## config.mk

```make
export PLATFORM = sky130hd
export DESIGN_NAME = mem_ctrl_stallreq_flat
export DESIGN_NICKNAME = d
export VERILOG_FILES = /design/src/rtl/mem_ctrl_stallreq_if.sv /design/src/rtl/mem_ctrl_stallreq.sv /design/src/flat_wrapper.sv
export SDC_FILE = /design/constraint.sdc
export NUM_CORES = 1
export LEC_CHECK = 0
export ABC_AREA = 1
export CAP_MARGIN = 20
export CORE_MARGIN = 2
export CORE_UTILIZATION = 49
export DETAILED_ROUTE_END_ITERATION = 8
export GPL_ROUTABILITY_DRIVEN = 0
export GPL_TIMING_DRIVEN = 1
export HOLD_SLACK_MARGIN = 0.02
export PLACE_DENSITY = 0.81
export SETUP_SLACK_MARGIN = 0.05
export SLEW_MARGIN = 0
export SYNTH_ARGS = -nofsm -noshare
export SYNTH_HDL_FRONTEND = slang
export SYNTH_SLANG_ARGS = --single-unit
export TNS_END_PERCENT = 20
```

## constraint.sdc

```tcl
create_clock -name clk_in -period 4.7 [get_ports clk_in]
set_input_delay 0.94 -clock clk_in [delete_from_list [all_inputs] [get_ports clk_in]]
set_output_delay 0.94 -clock clk_in [all_outputs]
set_load 0.01 [all_outputs]
```

## src/rtl/mem_ctrl_stallreq_if.sv

```systemverilog
// Bundle of the fetch port, load/store port, byte-wide RAM port and stall requests
// that connect a core front end to the byte-serial memory controller.
interface mem_ctrl_stallreq_if;
  logic        if_req;
  logic [31:0] if_addr;
  logic        if_done;
  logic [31:0] if_inst;

  logic        mem_req;
  logic        mem_we;
  logic [31:0] mem_addr;
  logic [1:0]  mem_size;
  logic [31:0] mem_wdata;
  logic        mem_done;
  logic [31:0] mem_rdata;

  logic [7:0]  ram_din;
  logic [31:0] ram_a;
  logic [7:0]  ram_dout;
  logic        ram_wr;

  logic        stall_from_if;
  logic        stall_from_mem;

  // Controller side
  modport slave (
    input  if_req, if_addr, mem_req, mem_we, mem_addr, mem_size, mem_wdata, ram_din,
    output if_done, if_inst, mem_done, mem_rdata, ram_a, ram_dout, ram_wr,
           stall_from_if, stall_from_mem
  );

  // Requester / RAM side
  modport master (
    output if_req, if_addr, mem_req, mem_we, mem_addr, mem_size, mem_wdata, ram_din,
    input  if_done, if_inst, mem_done, mem_rdata, ram_a, ram_dout, ram_wr,
           stall_from_if, stall_from_mem
  );
endinterface

```

## src/rtl/mem_ctrl_stallreq.sv

```systemverilog
// Byte-serial memory controller arbitrating instruction fetch and load/store onto a
// single 8-bit synchronous RAM port, with stall requests back to the pipeline.
module mem_ctrl_stallreq #(
  parameter logic [31:0] IDLE_ADDR = 32'h0
) (
  input  logic              clk_in,
  input  logic              rst_n_in,
  input  logic              rdy_in,
  mem_ctrl_stallreq_if.slave bus
);

  typedef enum logic [1:0] {IDLE, IF_RD, MEM_RD, MEM_WR} state_e;

  state_e      state_q, state_d;
  logic [2:0]  cnt_q, cnt_d;
  logic        if_done_q, if_done_d;
  logic        mem_done_q, mem_done_d;
  logic [31:0] if_inst_q, if_inst_d;
  logic [31:0] mem_rdata_q, mem_rdata_d;

  logic [31:0] base_q, base_d;
  logic [31:0] wdata_q, wdata_d;
  logic [2:0]  len_q, len_d;
  logic [31:0] buf_q, buf_d;

  logic [1:0]  cap_idx;
  logic [31:0] buf_ins;
  logic [31:0] ram_a;
  logic [7:0]  ram_dout;
  logic        ram_wr;

  function automatic logic [2:0] size_len(input logic [1:0] size);
    case (size)
      2'b00:   return 3'd1;
      2'b01:   return 3'd2;
      default: return 3'd4;
    endcase
  endfunction

  function automatic logic [31:0] put_byte(input logic [31:0] w, input logic [1:0] idx,
                                           input logic [7:0] b);
    logic [31:0] r;
    r = w;
    r[8*idx +: 8] = b;
    return r;
  endfunction

  function automatic logic [7:0] get_byte(input logic [31:0] w, input logic [1:0] idx);
    return w[8*idx +: 8];
  endfunction

  // ram_din in cycle k carries the byte addressed in cycle k-1
  assign cap_idx = cnt_q[1:0] - 2'd1;
  assign buf_ins = put_byte(buf_q, cap_idx, bus.ram_din);

  always_comb begin
    state_d     = state_q;
    cnt_d       = cnt_q;
    if_done_d   = if_done_q;
    mem_done_d  = mem_done_q;
    if_inst_d   = if_inst_q;
    mem_rdata_d = mem_rdata_q;
    base_d      = base_q;
    wdata_d     = wdata_q;
    len_d       = len_q;
    buf_d       = buf_q;

    if (rdy_in) begin
      if_done_d  = 1'b0;
      mem_done_d = 1'b0;
      case (state_q)
        IDLE: begin
          cnt_d = 3'd0;
          // A port that completed this cycle still shows its request; skip it once
          if (bus.mem_req && !mem_done_q) begin
            state_d = bus.mem_we ? MEM_WR : MEM_RD;
            base_d  = bus.mem_addr;
            wdata_d = bus.mem_wdata;
            len_d   = size_len(bus.mem_size);
            buf_d   = 32'h0;
          end else if (bus.if_req && !if_done_q) begin
            state_d = IF_RD;
            base_d  = bus.if_addr;
            len_d   = 3'd4;
            buf_d   = 32'h0;
          end
        end
        IF_RD, MEM_RD: begin
          cnt_d = cnt_q + 3'd1;
          if (cnt_q != 3'd0) begin
            buf_d = buf_ins;
          end
          if (cnt_q == len_q) begin
            state_d = IDLE;
            cnt_d   = 3'd0;
            if (state_q == IF_RD) begin
              if_inst_d = buf_ins;
              if_done_d = 1'b1;
            end else begin
              mem_rdata_d = buf_ins;
              mem_done_d  = 1'b1;
            end
          end
        end
        MEM_WR: begin
          cnt_d = cnt_q + 3'd1;
          if (cnt_q == len_q - 3'd1) begin
            state_d    = IDLE;
            cnt_d      = 3'd0;
            mem_done_d = 1'b1;
          end
        end
        default: begin
          state_d = IDLE;
          cnt_d   = 3'd0;
        end
      endcase
    end
  end

  always_comb begin
    ram_a    = IDLE_ADDR;
    ram_dout = 8'h00;
    ram_wr   = 1'b0;
    if (state_q != IDLE) begin
      ram_a = base_q + {29'd0, cnt_q};
    end
    if (state_q == MEM_WR) begin
      ram_dout = get_byte(wdata_q, cnt_q[1:0]);
      ram_wr   = rdy_in;
    end
  end

  always_ff @(posedge clk_in or negedge rst_n_in) begin
    if (!rst_n_in) begin
      state_q     <= IDLE;
      cnt_q       <= 3'd0;
      if_done_q   <= 1'b0;
      mem_done_q  <= 1'b0;
      if_inst_q   <= 32'h0;
      mem_rdata_q <= 32'h0;
    end else begin
      state_q     <= state_d;
      cnt_q       <= cnt_d;
      if_done_q   <= if_done_d;
      mem_done_q  <= mem_done_d;
      if_inst_q   <= if_inst_d;
      mem_rdata_q <= mem_rdata_d;
    end
  end

  // Latched request fields are only consumed outside IDLE, so they need no reset
  always_ff @(posedge clk_in) begin
    base_q  <= base_d;
    wdata_q <= wdata_d;
    len_q   <= len_d;
    buf_q   <= buf_d;
  end

  assign bus.if_done        = if_done_q;
  assign bus.if_inst        = if_inst_q;
  assign bus.mem_done       = mem_done_q;
  assign bus.mem_rdata      = mem_rdata_q;
  assign bus.ram_a          = ram_a;
  assign bus.ram_dout       = ram_dout;
  assign bus.ram_wr         = ram_wr;
  assign bus.stall_from_if  = rst_n_in & bus.if_req & ~if_done_q;
  assign bus.stall_from_mem = rst_n_in & bus.mem_req & ~mem_done_q;

endmodule

```

## src/flat_wrapper.sv

```systemverilog
// flat-port wrapper written by rule: the top's interface ports become plain ports
module mem_ctrl_stallreq_flat 
#(
  parameter logic [31:0] IDLE_ADDR = 32'h0
)
  (clk_in, rst_n_in, rdy_in, bus_if_req, bus_if_addr, bus_mem_req, bus_mem_we, bus_mem_addr, bus_mem_size, bus_mem_wdata, bus_ram_din, bus_if_done, bus_if_inst, bus_mem_done, bus_mem_rdata, bus_ram_a, bus_ram_dout, bus_ram_wr, bus_stall_from_if, bus_stall_from_mem);
  mem_ctrl_stallreq_if bus_i ();
  input  logic clk_in;
  input  logic rst_n_in;
  input  logic rdy_in;
  input wire logic [$bits(bus_i.if_req)-1:0] bus_if_req;
  input wire logic [$bits(bus_i.if_addr)-1:0] bus_if_addr;
  input wire logic [$bits(bus_i.mem_req)-1:0] bus_mem_req;
  input wire logic [$bits(bus_i.mem_we)-1:0] bus_mem_we;
  input wire logic [$bits(bus_i.mem_addr)-1:0] bus_mem_addr;
  input wire logic [$bits(bus_i.mem_size)-1:0] bus_mem_size;
  input wire logic [$bits(bus_i.mem_wdata)-1:0] bus_mem_wdata;
  input wire logic [$bits(bus_i.ram_din)-1:0] bus_ram_din;
  output wire logic [$bits(bus_i.if_done)-1:0] bus_if_done;
  output wire logic [$bits(bus_i.if_inst)-1:0] bus_if_inst;
  output wire logic [$bits(bus_i.mem_done)-1:0] bus_mem_done;
  output wire logic [$bits(bus_i.mem_rdata)-1:0] bus_mem_rdata;
  output wire logic [$bits(bus_i.ram_a)-1:0] bus_ram_a;
  output wire logic [$bits(bus_i.ram_dout)-1:0] bus_ram_dout;
  output wire logic [$bits(bus_i.ram_wr)-1:0] bus_ram_wr;
  output wire logic [$bits(bus_i.stall_from_if)-1:0] bus_stall_from_if;
  output wire logic [$bits(bus_i.stall_from_mem)-1:0] bus_stall_from_mem;
  assign bus_i.if_req = bus_if_req;
  assign bus_i.if_addr = bus_if_addr;
  assign bus_i.mem_req = bus_mem_req;
  assign bus_i.mem_we = bus_mem_we;
  assign bus_i.mem_addr = bus_mem_addr;
  assign bus_i.mem_size = bus_mem_size;
  assign bus_i.mem_wdata = bus_mem_wdata;
  assign bus_i.ram_din = bus_ram_din;
  assign bus_if_done = bus_i.if_done;
  assign bus_if_inst = bus_i.if_inst;
  assign bus_mem_done = bus_i.mem_done;
  assign bus_mem_rdata = bus_i.mem_rdata;
  assign bus_ram_a = bus_i.ram_a;
  assign bus_ram_dout = bus_i.ram_dout;
  assign bus_ram_wr = bus_i.ram_wr;
  assign bus_stall_from_if = bus_i.stall_from_if;
  assign bus_stall_from_mem = bus_i.stall_from_mem;
  mem_ctrl_stallreq #(.IDLE_ADDR(IDLE_ADDR)) u_core (.clk_in(clk_in), .rst_n_in(rst_n_in), .rdy_in(rdy_in), .bus(bus_i));
endmodule
```

Word-level counts from Yosys, hierarchy flattened
Index checks and enable logic that the tools add are counted.
Operators by class
  $add $sub $neg: 5
  multipliers: 0
  div/mod/pow operators: 0
  $lt $le $gt $ge: 0
  equality and inequality tests: 10
  shift operators: 3
  mux-type cells: 29
  bitwise gates (word level): 7
  reduce and logical (&&, ||, !) cells: 17
Operator list (count)
  2-to-1 mux 32 bit: 6
  case mux 32 bit (2 select lines): 1
  negation 5 -> 34 bit: 1
  variable shift 8 x 34 -> 32 bit (first input constant): 1
  variable part select 8 x 34 -> 32 bit: 1
  adder 32 x 3 -> 32 bit: 1
  bitwise mux 32 bit: 1
  variable part select 32 x 6 -> 8 bit: 1
  AND reduction 4 bit: 4
  2-to-1 mux 3 bit: 4
  case mux 3 bit (3 select lines): 1
  2-to-1 mux 1 bit: 8
  2-to-1 mux 2 bit: 4
  2-to-1 mux 8 bit: 1
  == test 3 bit: 2
  != test 2 x 1 -> 1 bit (second input constant): 3
  case mux 2 bit (3 select lines): 1
  case mux 3 bit (2 select lines): 1
  AND reduction 3 bit: 2
  nonzero test 2 bit: 3
  bitwise AND 1 bit: 4
  == test 2 x 1 -> 1 bit (second input constant): 2
  == test 2 bit (second input constant): 2
  logical NOT 2 bit: 2
  other kinds (10): 14
Storage, ports and cells
  register bits after elaboration: 170
  latch bits: 0
  RAM bits: 0
  bits in read-only memories: 0
  bits of input ports: 112
  output and inout bits: 109
  word-level logic and storage cells: 81
  memories kept: 0

Longest topological paths before layout
  depth in word-level cells: 6
  gate-level depth with buffers: 12
  mapped depth without buffers: 12

Worst setup path after synthesis
No wires, ideal clock.
  path kind: input to register
  start point: input bus_mem_req
  end point: register u_core.wdata_q[0] (enable)
  library setup time: 0.461 ns
  data arrival time: 3.611 ns
  required time: 4.239 ns
  slack: 0.628 ns
  cell stages on the path: 4
  path through: nand2_1 > clkbuf_1 > clkbuf_1 > nor3_1
On the way
  word-level cells in the longest chain between the ends: 2
RTL lines
  start, declared: RTL line flat_wrapper.sv:13  | input wire logic [$bits(bus_i.mem_req)-1:0] bus_mem_req;
  logical AND 1 bit: RTL line mem_ctrl_stallreq.sv:75  | if (bus.mem_req && !mem_done_q) begin
  AND reduction 3 bit (no line)
  end signal, assigned: RTL line mem_ctrl_stallreq.sv:155  | wdata_q <= wdata_d;
  end, declared: RTL line mem_ctrl_stallreq.sv:22  | logic [31:0] wdata_q, wdata_d;
Every way passes these cells.
A chain may end at the register's enable or synchronous reset.

Worst setup path in the final report
  start point: register u_core.cnt_q[0]
  end point: output bus_ram_a[16]
On the way
  word-level cells in the longest chain between the ends: 2
RTL lines
  start, declared: RTL line mem_ctrl_stallreq.sv:15  | logic [2:0] cnt_q, cnt_d;
  start signal, assigned: RTL line mem_ctrl_stallreq.sv:144  | cnt_q <= cnt_d;
  adder 32 x 3 -> 32 bit: RTL line mem_ctrl_stallreq.sv:126  | ram_a = base_q + {29'd0, cnt_q};
  2-to-1 mux 32 bit: RTL line mem_ctrl_stallreq.sv:125  | if (state_q != IDLE) begin
  end, declared: RTL line flat_wrapper.sv:23  | output wire logic [$bits(bus_i.ram_a)-1:0] bus_ram_a;
Every way passes these cells.

==> Flow_metrics.wiki <==
{| class="wikitable"
! Metric !! Value
|-
| Global-route wire length before repair || 34800 µm
|-
| CTS buffer count || 17
|-
| H-tree levels || 4
|-
| Width of the chip || 135 µm
|-
| Buffer count from post-CTS setup fixing || 0
|-
| Share of post-route cells with drive strength above 1 || 6.22%
|-
| Post-Synth Simple-Gate Area || a little under a quarter
|-
| Clock-pin slew on the worst setup and hold paths || roughly 60 ps
|-
| Post-Syn Area || between 8000 and 9000 µm²
|-
| Maximum ir drop on the vdd rail || about 0.46 mV
|-
| Number of remaining DRC errors || 0
|-
| Origin of the critical flop-to-flop path || u_core.state_q[1]$_DFFE_PN0P_
|-
| FILL cells || 1326
|-
| Post-Synth XOR/XNOR Area || less than 1%
|-
| Largest driver fanout on the critical path || 6
|-
| Least-Margin Pin Slew || 1010 ps
|-
| Share of Yosys cell area claimed by the top area cell type || 35.5%
|-
| Critical Path Start Type || flip-flop
|-
| Slack of the worst reg-to-reg path || 1830 ps
|-
| DIE HEIGHT || 135 µm
|-
| Final Cell Area || 11300 µm²
|-
| Final wirelength || 21600 µm
|-
| Mean area per synthesized cell || around 8.7 µm²
|-
| Hold/Removal Path Class || input pin to async pin
|-
| Hold Buf Count CTS || 0
|-
| Cell variety after synth || 33
|-
| Cell area power density || 536 nW/µm²
|-
| Global router's overall resource usage || 24.7%
|-
| Gates resized, CTS repair || 0
|-
| Setup clock skew after layout || 9.41 ps
|-
| Port bufs || 220
|-
| Cell taking the most area after synthesis || sky130_fd_sc_hd__edfxtp_1
|-
| Flops & latches, synth || 170
|-
| Nets in the synthesized netlist || 1087
|-
| Drt via density || 5.11
|-
| Final number of max-transition violations || 0
|-
| Top cells by area in the synthesized netlist || sky130_fd_sc_hd__edfxtp_1 36%, sky130_fd_sc_hd__dfrtp_1 21%, sky130_fd_sc_hd__nand2_1 13%
|-
| Power consumption || roughly 6.1 mW
|-
| Number of warnings issued by yosys || 0
|-
| Dpl hpwl || 15700 µm
|-
| DR pass1 iterations || 5
|-
| Final ANT Viol Nets || 0
|-
| Share of flip-flops with an asynchronous set or reset after synthesis || 41.8%
|-
| Data required time of the worst path || roughly 3800 ps
|-
| Maximum number of pins on one net before global-route repair || 71
|-
| Main synth FF type || sky130_fd_sc_hd__edfxtp_1
|-
| Placement-stage cell area || 10700 µm²
|-
| Number of maximum-capacitance violations || 0
|-
| Adder-Cell Fraction of Synth Area || 2.48%
|-
| Share of synthesized area occupied by flip-flops and latches || 56.8%
|-
| Critical path arrival || approximately 3000 ps
|-
| Number of hold violations in the final report || 0
|-
| IO Pins || approximately 220
|-
| Final global-route overflow total || 0
|-
| Maximum operating frequency || 253 MHz
|-
| Iteration-0 DRC count of the detailed router || around 500
|-
| Core region area || 16600 µm²
|-
| Number of antenna violations at the first check in global routing || 0
|-
| Result of the run || completed
|-
| Main combinational cell family by area after synthesis || simple AND/OR/NAND/NOR gates
|-
| Number of enable flip-flop cells after synthesis || 99
|-
| Via count of the first global-routing pass || 6917
|-
| Die area || around 18000 µm²
|-
| Post-layout net count || 1304
|-
| Leading cell type in the layout, fill and taps excluded || sky130_fd_sc_hd__nand2_1
|-
| Clock sink count || 170
|-
| Rows || 47
|-
| Starting Density || approximately half
|-
| Setup TNS || 0 ps
|-
| Type of the setup path with the least slack || flip-flop to primary output
|-
| Count of vias placed by the detailed router || ~7200
|-
| Final cycle utilization of the critical path || around 84%
|-
| ANT cells || 0
|-
| Growth of design area from synthesis to finish || 35.5%
|-
| Endpoint kind of the worst setup timing path || primary output
|-
| Complex-gate fraction of the synthesized area || 10.1%
|-
| Average routed wire per standard cell || 15.3 µm
|-
| Commonest cells after routing, fill and taps aside || 294 x sky130_fd_sc_hd__nand2_1, 219 x sky130_fd_sc_hd__clkdlybuf4s50_1, 149 x sky130_fd_sc_hd__nor2_1
|-
| Clock tree from TritonCTS || done
|-
| Post-synthesis cell count || 959
|-
| Leakage || 4.88 nW
|-
| Final worst path period need || approximately 3900 ps
|-
| Capture point of the worst reg-to-reg path || u_core.len_q[0]$_SDFFCE_PP0P_
|-
| RSZ-0062 raised after global routing || false
|-
| Worst hold slack after final layout || around 300 ps
|-
| CTS root buffer || sky130_fd_sc_hd__clkbuf_16
|-
| Final setup vio count || 0
|-
| Register-to-Register Path Depth || 5
|-
| Worst max-slew margin expressed relative to the limit || 32.6%
|-
| Clk buf depth || 2
|-
| Share of synthesized area spent on multiplexers || 0%
|-
| Clock latency reported for the late side of the worst-skew pair || approximately 440 ps
|}
-- logic make-up after synthesis --
kind of cell,count (synthesis)
and+or+nand+nor,492
DFF,170
AOI/OAI and AO/OA,146
buffers and inverters,127
adders and majority gates,16
xor gates and xnor gates,8
-- synthesized netlist by cell type (5+ instances only) --
cell                       count
sky130_fd_sc_hd__ha_1         15
sky130_fd_sc_hd__nor2_1      149
sky130_fd_sc_hd__o21ai_2      23
sky130_fd_sc_hd__nand4_1       9
sky130_fd_sc_hd__a21oi_1      27
sky130_fd_sc_hd__buf_6         6
sky130_fd_sc_hd__nor3_1        8
sky130_fd_sc_hd__xor2_1        7
sky130_fd_sc_hd__dfrtp_1      71
sky130_fd_sc_hd__a22oi_1       5
sky130_fd_sc_hd__inv_1        92
sky130_fd_sc_hd__nand3_1      22
sky130_fd_sc_hd__clkbuf_1     15
sky130_fd_sc_hd__edfxtp_1     99
sky130_fd_sc_hd__buf_2         9
sky130_fd_sc_hd__o21ai_0      47
sky130_fd_sc_hd__o22ai_1       8
sky130_fd_sc_hd__nand2_1     294
sky130_fd_sc_hd__o21ai_1      33
-- how the worst max path moves through the flow --
stage	start	endpoint	cells after the start
final	u_core.cnt_q[0]$_DFFE_PN0P_	bus_ram_a[16]	13
after detailed placement	u_core.cnt_q[0]$_DFFE_PN0P_	bus_ram_a[16]	13
after CTS	u_core.cnt_q[0]$_DFFE_PN0P_	bus_ram_a[16]	13
after floorplan	bus_mem_req	u_core.wdata_q[0]$_DFFE_PP_	4
after global placement	u_core.cnt_q[0]$_DFFE_PN0P_	bus_ram_a[16]	13
after global routing	u_core.cnt_q[0]$_DFFE_PN0P_	bus_ram_a[16]	13
-- power breakdown --
group	internal [mW]	total, mW	switching [mW]
Sequential	2.11	2.32	0.217
Clock	0.768	1.40	0.632
Combinational	1.02	2.36	1.34
Total	3.89	6.08	2.19
-- critical path: stages, from the launching register on --
cell and delay, ps:
sky130_fd_sc_hd__dfrtp_1 350, sky130_fd_sc_hd__ha_1 180, sky130_fd_sc_hd__inv_1 60, sky130_fd_sc_hd__fa_1 390
sky130_fd_sc_hd__inv_1 80, sky130_fd_sc_hd__nand2_1 70, sky130_fd_sc_hd__nand2_1 80, sky130_fd_sc_hd__nand2_1 120
sky130_fd_sc_hd__nor2_1 330, sky130_fd_sc_hd__inv_1 90, sky130_fd_sc_hd__o21bai_1 130, sky130_fd_sc_hd__nand2_1 60
sky130_fd_sc_hd__nor2_1 80, sky130_fd_sc_hd__clkdlybuf4s50_1 560
-- cell type report --
| type | count | area (µm²) | share of cell area [%] |
|---|---|---|---|
| sequential | 170 | 4750 | 41.9 |
| multi-input combinational | 662 | 3100 | 27.3 |
| timing repair buffer | 229 | 2260 | 20.0 |
| clock buffer | 18 | 439 | 3.87 |
| inverter | 96 | 360 | 3.18 |
| tap | 220 | 275 | 2.43 |
| clock inverter | 14 | 153 | 1.35 |
-- routing by layer --
layer | share of wire, % | GRT usage [%]
met2 | 47 | 39.8
met4 | 1.9 | 7.84
met3 | 6.7 | 5.71
met5 | 0 | 0
met1 | 44 | 33.3
-- state kept, by name, indices dropped and copies added (netlist names) --
signal	flops
u_core.bus.if_done	1
u_core.bus.mem_done	1
u_core.buf_q	32
u_core.base_q	32
u_core.state_q	2
u_core.bus.mem_rdata	32
u_core.cnt_q	3
u_core.wdata_q	32
u_core.bus.if_inst	32
u_core.len_q	3
-- metrics by stage --
stage                     utilization (%)  setup WS (ps)  std cells
after CTS                            68.1            755       1409
after global placement               64.6           1280       1377
final                                68.1            752       1409
after detailed placement             64.6           1230       1377
after floorplan                         -            628        959
after global routing                 68.1            529       1409
Note: power is estimated with default switching activity, not from simulation.
